## config.mk

```make
export PLATFORM = sky130hd
export DESIGN_NAME = muldiv_unit
export DESIGN_NICKNAME = d
export VERILOG_FILES = /design/src/rtl/muldiv_unit.sv
export SDC_FILE = /design/constraint.sdc
export NUM_CORES = 1
export LEC_CHECK = 0
export ABC_AREA = 1
export CAP_MARGIN = 20
export CELL_PAD_IN_SITES_DETAIL_PLACEMENT = 0
export CELL_PAD_IN_SITES_GLOBAL_PLACEMENT = 1
export CORE_MARGIN = 2
export CORE_UTILIZATION = 43
export CTS_BUF_LIST = sky130_fd_sc_hd__clkbuf_4 sky130_fd_sc_hd__clkbuf_8
export CTS_CLUSTER_DIAMETER = 60
export DETAILED_ROUTE_END_ITERATION = 16
export GPL_ROUTABILITY_DRIVEN = 0
export GPL_TIMING_DRIVEN = 1
export PLACE_DENSITY = 0.85
export SYNTH_ARGS = -nofsm -noshare
export SYNTH_HDL_FRONTEND = slang
export SYNTH_SLANG_ARGS = --single-unit
```

## constraint.sdc

```tcl
create_clock -name CLK -period 6.4 [get_ports CLK]
set_input_delay 0.96 -clock CLK [delete_from_list [all_inputs] [get_ports CLK]]
set_output_delay 0.96 -clock CLK [all_outputs]
set_load 0.03 [all_outputs]
```

## src/rtl/muldiv_unit.sv

```systemverilog
// muldiv_unit: iterative multiply/divide coprocessor for the execute stage.
// MULTU/MULT use shift-add over a 2*WIDTH product. DIVU/DIV use restoring
// division that produces one quotient bit per clock. Signed operations work
// on operand magnitudes and apply the result signs in a single FIX cycle.
// Results follow MIPS HI/LO semantics.
// Optional feature: define MULDIV_EARLY_OUT_EN to let multiplies leave RUN
// as soon as the remaining multiplier bits are all zero. Divides never exit
// early in either build.
module muldiv_unit #(
  parameter int WIDTH = 32
) (
  input  logic             CLK,
  input  logic             RST,
  input  logic             req_valid,
  output logic             req_ready,
  input  logic [1:0]       op,
  input  logic [WIDTH-1:0] porta,
  input  logic [WIDTH-1:0] portb,
  output logic             resp_valid,
  input  logic             resp_ready,
  output logic [WIDTH-1:0] hi,
  output logic [WIDTH-1:0] lo,
  output logic             divzero
);

  localparam int CNT_W = $clog2(WIDTH + 1);

  localparam logic [1:0] S_IDLE = 2'd0;
  localparam logic [1:0] S_RUN  = 2'd1;
  localparam logic [1:0] S_FIX  = 2'd2;
  localparam logic [1:0] S_DONE = 2'd3;

  logic [1:0]         state;
  logic [CNT_W-1:0]   cnt;
  logic [1:0]         op_r;       // op[1]: divide, op[0]: signed
  logic               neg_q;      // quotient / product is negative
  logic               neg_r;      // remainder is negative
  logic [2*WIDTH-1:0] mcand;      // multiplicand, shifted left each iteration
  logic [WIDTH-1:0]   opb;        // multiplier (shifted right) or divisor

  // Two's-complement magnitude when the operand is to be treated as signed.
  // The most-negative value maps to itself, which is correct read unsigned.
  function automatic logic [WIDTH-1:0] mag(input logic [WIDTH-1:0] v,
                                           input logic sgn);
    return (sgn && v[WIDTH-1]) ? -v : v;
  endfunction

  logic             sign_a;
  logic             sign_b;
  logic [WIDTH-1:0] mag_a;
  logic [WIDTH-1:0] mag_b;

  assign sign_a = op[0] & porta[WIDTH-1];
  assign sign_b = op[0] & portb[WIDTH-1];
  assign mag_a  = mag(porta, op[0]);
  assign mag_b  = mag(portb, op[0]);

  // One shift-add step: add the shifted multiplicand when the multiplier LSB is set.
  logic [2*WIDTH-1:0] prod_next;
  assign prod_next = {hi, lo} + (opb[0] ? mcand : '0);

  // One restoring-division step: shift the next dividend bit into the
  // remainder, then try subtracting the divisor.
  logic [WIDTH:0] rem_sh;
  logic [WIDTH:0] rem_diff;
  assign rem_sh   = {hi, lo[WIDTH-1]};
  assign rem_diff = rem_sh - {1'b0, opb};

  assign req_ready  = (state == S_IDLE);
  assign resp_valid = (state == S_DONE);

  // Control FSM and iterative datapath.
  always_ff @(posedge CLK or posedge RST) begin
    if (RST) begin
      state   <= S_IDLE;
      cnt     <= '0;
      op_r    <= '0;
      neg_q   <= 1'b0;
      neg_r   <= 1'b0;
      mcand   <= '0;
      opb     <= '0;
      hi      <= '0;
      lo      <= '0;
      divzero <= 1'b0;
    end else begin
      case (state)
        S_IDLE: begin
          if (req_valid) begin
            op_r  <= op;
            neg_q <= sign_a ^ sign_b;
            neg_r <= sign_a;
            cnt   <= CNT_W'(WIDTH);
            if (op[1] && (portb == '0)) begin
              // Divide by zero: skip the iterations and return the raw dividend.
              hi      <= porta;
              lo      <= '1;
              divzero <= 1'b1;
              state   <= S_FIX;
            end else begin
              divzero <= 1'b0;
              opb     <= mag_b;
              hi      <= '0;
              if (op[1]) begin
                lo    <= mag_a;
                mcand <= '0;
              end else begin
                lo    <= '0;
                mcand <= {{WIDTH{1'b0}}, mag_a};
              end
              state <= S_RUN;
            end
          end
        end
        // ---- RUN: one iteration per clock ----
        S_RUN: begin
          cnt <= cnt - CNT_W'(1);
          if (op_r[1]) begin
            if (!rem_diff[WIDTH]) begin
              hi <= rem_diff[WIDTH-1:0];
              lo <= {lo[WIDTH-2:0], 1'b1};
            end else begin
              hi <= rem_sh[WIDTH-1:0];
              lo <= {lo[WIDTH-2:0], 1'b0};
            end
          end else begin
            {hi, lo} <= prod_next;
            mcand    <= mcand << 1;
            opb      <= opb >> 1;
          end
`ifdef MULDIV_EARLY_OUT_EN
          if ((cnt == CNT_W'(1)) || (!op_r[1] && (opb[WIDTH-1:1] == '0)))
            state <= S_FIX;
`else
          if (cnt == CNT_W'(1))
            state <= S_FIX;
`endif
        end
        // ---- FIX: apply recorded signs to the magnitude result ----
        S_FIX: begin
          if (op_r[0] && !divzero) begin
            if (op_r[1]) begin
              if (neg_q) lo <= -lo;
              if (neg_r) hi <= -hi;
            end else if (neg_q) begin
              {hi, lo} <= -{hi, lo};
            end
          end
          state <= S_DONE;
        end
        // ---- DONE: hold the response until the consumer takes it ----
        default: begin
          if (resp_ready)
            state <= S_IDLE;
        end
      endcase
    end
  end

endmodule
```

* Word-level counts from Yosys, hierarchy flattened
Index checks and enable logic that the tools add are counted.
** Operators by class
- Add/subtract/negate cells :: 8
- $mul :: 0
- Divide/modulo/power cells :: 0
- $lt $le $gt $ge :: 0
- Equality and inequality tests :: 12
- Shifts and indexed selects :: 0
- Muxes and demuxes :: 39
- Bitwise gates (word level) :: 3
- Reductions and logical operators :: 16
** Operators by type and width (count)
- 2-to-1 mux 32 bit :: 22
- 2-to-1 mux 64 bit :: 4
- case mux 32 bit (3 select lines) :: 2
- negator 32 bit :: 4
- case mux 64 bit (2 select lines) :: 1
- adder 64 bit :: 1
- negator 64 bit :: 1
- case mux 32 bit (2 select lines) :: 1
- subtractor 33 x 32 -> 33 bit :: 1
- zero test 32 bit :: 1
- != test 2 bit, second input constant :: 6
- case mux 6 bit (2 select lines) :: 1
- 2-to-1 mux 2 bit :: 4
- AND reduction 4 bit :: 2
- == test 6 x 1 -> 1 bit, second input constant :: 1
- 2-to-1 mux 6 bit :: 1
- != test 3 bit, second input constant :: 2
- case mux 2 bit (3 select lines) :: 1
- subtractor 6 x 1 -> 6 bit, second input constant :: 1
- AND reduction 5 bit :: 1
- == test 2 bit, second input constant :: 2
- logical AND 1 bit :: 4
- AND reduction 2 bit :: 2
- nonzero test 4 bit :: 1
- other kinds (9) :: 11
** Storage, ports and cells
- Register bits after elaboration :: 173
- Bits in latches :: 0
- RAM bits :: 0
- Memory bits (read-only) :: 0
- Bits of input ports :: 70
- Logic and storage cells :: 88
- Memories kept :: 0

* Logic depth before layout (Yosys ltp)
- Depth after elaboration :: 6
- Gate-level depth with buffers :: 25
- Depth with buffers taken out :: 23

* Worst setup path before layout
OpenSTA, ideal clock, no wires.
- Path kind :: reg2reg
- Start :: register opb[0]
- End :: register hi[0]
- Library setup time :: 0.117 ns
- Arrival :: 2.762 ns
- Slack :: 3.522 ns
- Cell stages (with the launch flop) :: 22
- Buffers on the path :: 2
- Clock period less this slack :: 2.878 ns
- Cells stage by stage :: dfrtp_1 clkbuf_1 clkbuf_1 nand2_1 inv_1 ha_1 inv_1 fa_1 inv_1 nand3_1 nand3_1 a21oi_1 o21ai_0 nand2_1 nand2_1 nand2_1 nand2_1 o21ai_0 nor2_1 nand2_1 nand2_1 nand2_1
** On the way
- Longest elaborated chain between the ends :: 4
** RTL lines
- from (decl) :: line 39 : logic [WIDTH-1:0] opb;
- from (signal assigned) :: line 101 : opb <= mag_b;
- from (signal assigned) :: line 128 : opb <= opb >> 1;
- 2-to-1 mux 64 bit / subtractor 33 x 32 -> 33 bit (equally long branches) :: line 60, 67
- adder 64 bit / 2-to-1 mux 32 bit (equally long branches) :: line 60, 118
- 2-to-1 mux 32 bit * :: line 117 : if (op_r[1]) begin
- case mux 32 bit (3 select lines) * :: line 86 : case (state)
- to (signal assigned) :: line 95 : hi <= porta;
- to (signal assigned) :: line 119 : hi <= rem_diff[WIDTH-1:0];
- to (signal assigned) :: line 122 : hi <= rem_sh[WIDTH-1:0];
- to (decl) :: line 21 : output logic [WIDTH-1:0] hi,
Every way passes the cells marked *; elsewhere a longest branch is shown, timed or not.
A chain may end at the register's enable or synchronous reset.

* Final worst setup path
- Start :: register opb[0]
- End :: register hi[14]
Same word-level chain as after synthesis.

==> impl_results.md <==
* Final setup fails at 0
* Die ar. at 52230 sq um
* H-tree levels at 4
* Die height at 228.5 um
* Worst-Margin Slew at 1.130 ns
* WP data required at 6.82 ns
* Synth Register Bits at 173
* Pwr Density at 495.2 nW/um^2
* Post-CTS resize count at 0
* WP data arrival at 4.55 ns
* Pre-antenna DRT Iters at 8
* Total chip power at 11.88 mW
* Synth Cell Area at 21680 sq um
* Post-DRT Antenna Nets at 0
* Deepest clock path buffer count at 2
* Clock root cell: clkbuf_8
* Postcts setup bufs at 0
* Tot GR Track Use at 0.3424
* Peak supply drop at 0.5135 mV
* Die width at 228.5 um
* Initial antenna violation count at 3
* CTS buffer count at 17
* First-pass GRT wire length at 136.3 mm
* Dpl hpwl at 73.23 mm
* RSZ-0062 raised after global routing: false
* Worst-path cell chain: buf_4, nand2_1, inv_1, ha_1, inv_1, fa_1, inv_1, nand3_1, nand3_1, nand2_1, nand2_1, nand2_1, nand2_1, nand2_1, nand2_1, nand2_1, nand2_1, nand2_1, nand3_1, nand2_1, o21ai_1, nand2_1
* Synth warn at 0
* Lkg Pwr at 12.77 nW
* Initial DRC Count at 2882
* Final Max Slew Viols at 0
* Core Area at 49970 sq um
* DR vias at 25110
* I/O Buffers at 136
* Final Hold Vio Count at 0
* Max Clock Skew at 0.02351 ns
* Largest net degree at the start of global routing at 125
* Count of hold buffers inserted by post-cts repair at 0
* Nets@finish at 4053
* Clk_lat worst skew at 0.53 ns
* Yosys cell types at 62
* CP Capture Type: flip-flop
* Share of layout cells above drive strength 1 at 0.03704
* Vias in the first global route at 22770
* Reg clk slew, reported paths at 0.11 ns
* CTS tree: built
* Net Count, Synth at 3988
* Slew HR at 0.2448
* Startpoint types: flip-flop
* Post-synth EDFFs at 0
* CP max stage cell: dfrtp_2
* Post-synth ARST share at 1.000
* Post-synthesis instance total at 3810
* Routed WL per cell at 20.05 um
* Num Clock Sinks at 173
* Sequential cell area fraction in the yosys report at 0.1997
* Grt ovf at 0
* Max Cap Violations at 0
* Status: completed
* Dominant synthesized flop cell: dfrtp_1
* Vias per cell at 5.504
* Final period util at 0.6455
* Aggregate negative setup slack at 0 ns
* Synthesis-to-finish area growth at 10.61%
* Most common cell on crit path: nand2_1
* Critical Path Fanout Max at 36
* Row cnt at 82
* Max Fclk at 242.1 MHz
* Detailed Route WL at 91.45 mm
* Num ports at 137
* Avg Inst Size Synth at 5.690 sq um
* Starting Density at 0.4339
* Post-route minimum period at 4.131 ns
* Worst min path class: reg2reg
* Crit Path Class: reg2reg
* Max stage delay on crit path at 0.82 ns
* Drt drc at 0
[kinds of logic (layout without fill, tap and decap cells)]
family,count (synthesis),in the layout,share of synthesized area
xor gates and xnor gates,97,97,0.03918
buffers and inverters,721,799,0.1301
DFF,173,173,0.1997
and+or+nand+nor,2099,2099,0.4042
other,0,2,0
AOI/OAI and AO/OA,612,612,0.1638
adders and majority gates,108,108,0.06302
[cell usage after synthesis (3+ instances only)]
master / instances / area [sq um]
buf_1: 11 / 41.29
nor2_4: 6 / 67.56
buf_6: 6 / 67.56
nand4_1: 39 / 244.0
a22oi_1: 11 / 82.58
nand3b_1: 23 / 172.7
buf_2: 24 / 120.1
dfrtp_1: 173 / 4329
or2_2: 8 / 50.05
a2bb2oi_1: 9 / 78.83
o22ai_1: 17 / 106.4
a22o_1: 33 / 289.0
a21oi_1: 230 / 1151
nand2_1: 1283 / 4816
inv_1: 589 / 2211
inv_2: 14 / 52.55
o21ai_2: 3 / 26.28
clkinv_1: 6 / 22.52
a21o_1: 5 / 37.54
ha_1: 106 / 1326
a211oi_1: 3 / 22.52
nand2_2: 15 / 93.84
buf_4: 3 / 22.52
nor4_1: 11 / 68.82
o21ai_1: 31 / 155.2
nor3_2: 5 / 50.05
o211ai_1: 41 / 307.8
nor3_1: 36 / 180.2
o31ai_1: 6 / 45.04
clkbuf_1: 65 / 244.0
a31oi_1: 11 / 68.82
and2_1: 6 / 37.54
xor2_1: 81 / 709.4
nor2_1: 364 / 1366
nand3_2: 3 / 30.03
o21bai_1: 22 / 165.2
o21ai_0: 177 / 885.9
nor2_2: 16 / 100.1
nand3_1: 273 / 1366
xnor2_1: 16 / 140.1
[report_power, final]
part	switching (mW)	total (mW)	internal (mW)
registers	0.689	2.19	1.50
clock network	0.487	0.866	0.379
logic	6.18	8.82	2.64
total	7.36	11.9	4.52
[worst paths after layout]
check | startpoint | to | slack, ns | cells past startpoint
min in group asynchronous | RST | cnt[2] | 0.97 | 2
min | opb[26] | opb[26] | 0.49 | 2
max in group asynchronous | RST | mcand[41] | 4.08 | 3
min reg2reg | opb[26] | opb[26] | 0.49 | 2
max | opb[0] | hi[14] | 2.27 | 22
max reg2reg | opb[0] | hi[14] | 2.27 | 22
[critical path, delay by kind of cell (launching register included)]
kind | cells | cell delay [ns]
compound gates | 1 | 0.15
simple gates | 15 | 1.81
flops | 1 | 0.82
fa+ha+maj | 2 | 0.52
buf+inv | 4 | 0.71
[registers in the layout, summed over array words and instances, names as in the netlist]
signal	flops
lo	32
cnt	6
neg_r	1
divzero	1
opb	32
op_r	2
hi	32
state	2
mcand	64
neg_q	1
[metrics by stage]
stage	worst slack (ns)	hold WS (ns)	instance area [sq um]	util	cells
final	2.269	0.4935	23980	0.4800	4562
after global routing	1.998	0.5089	23980	0.4799	4561
after CTS	2.424	0.4895	23980	0.4799	4560
after detailed placement	2.081	0.4658	23560	0.4714	4528
after global placement	2.163	0.4676	23560	0.4714	4528
after floorplan	0.7515	0.4490	21680	-	3810
[placed cells by master, fill, tap and decap left out, drive strengths merged, types with 81 or more instances in the layout]
| master | count |
|---|---|
| nand2 | 1300 |
| inv | 608 |
| nor2 | 386 |
| nand3 | 277 |
| a21oi | 233 |
| o21ai | 211 |
| dfrtp | 173 |
| clkdlybuf4s50 | 136 |
| ha | 106 |
| xor2 | 81 |
[layout make-up]
class | count | area [sq um]
fill | 5557 | 25980
multi-input combinational | 2916 | 14560
sequential | 173 | 4332
inverter | 610 | 2302
timing repair buffer | 157 | 1519
tap | 672 | 840.8
clock buffer | 20 | 262.8
clock inverter | 12 | 158.9
antenna | 2 | 5.005
[routing by layer]
| layer | vias to the layer above | wire length [um] | global-route usage |
|---|---|---|---|
| li1 | 12280 | - | - |
| met5 | - | 0 | 0 |
| met3 | 183 | 9410 | 0.06437 |
| met4 | 0 | 4586 | 0.1628 |
| met2 | 1249 | 38720 | 0.5218 |
| met1 | 11400 | 38730 | 0.4659 |
No activity file was read; power rests on OpenSTA's default activity.
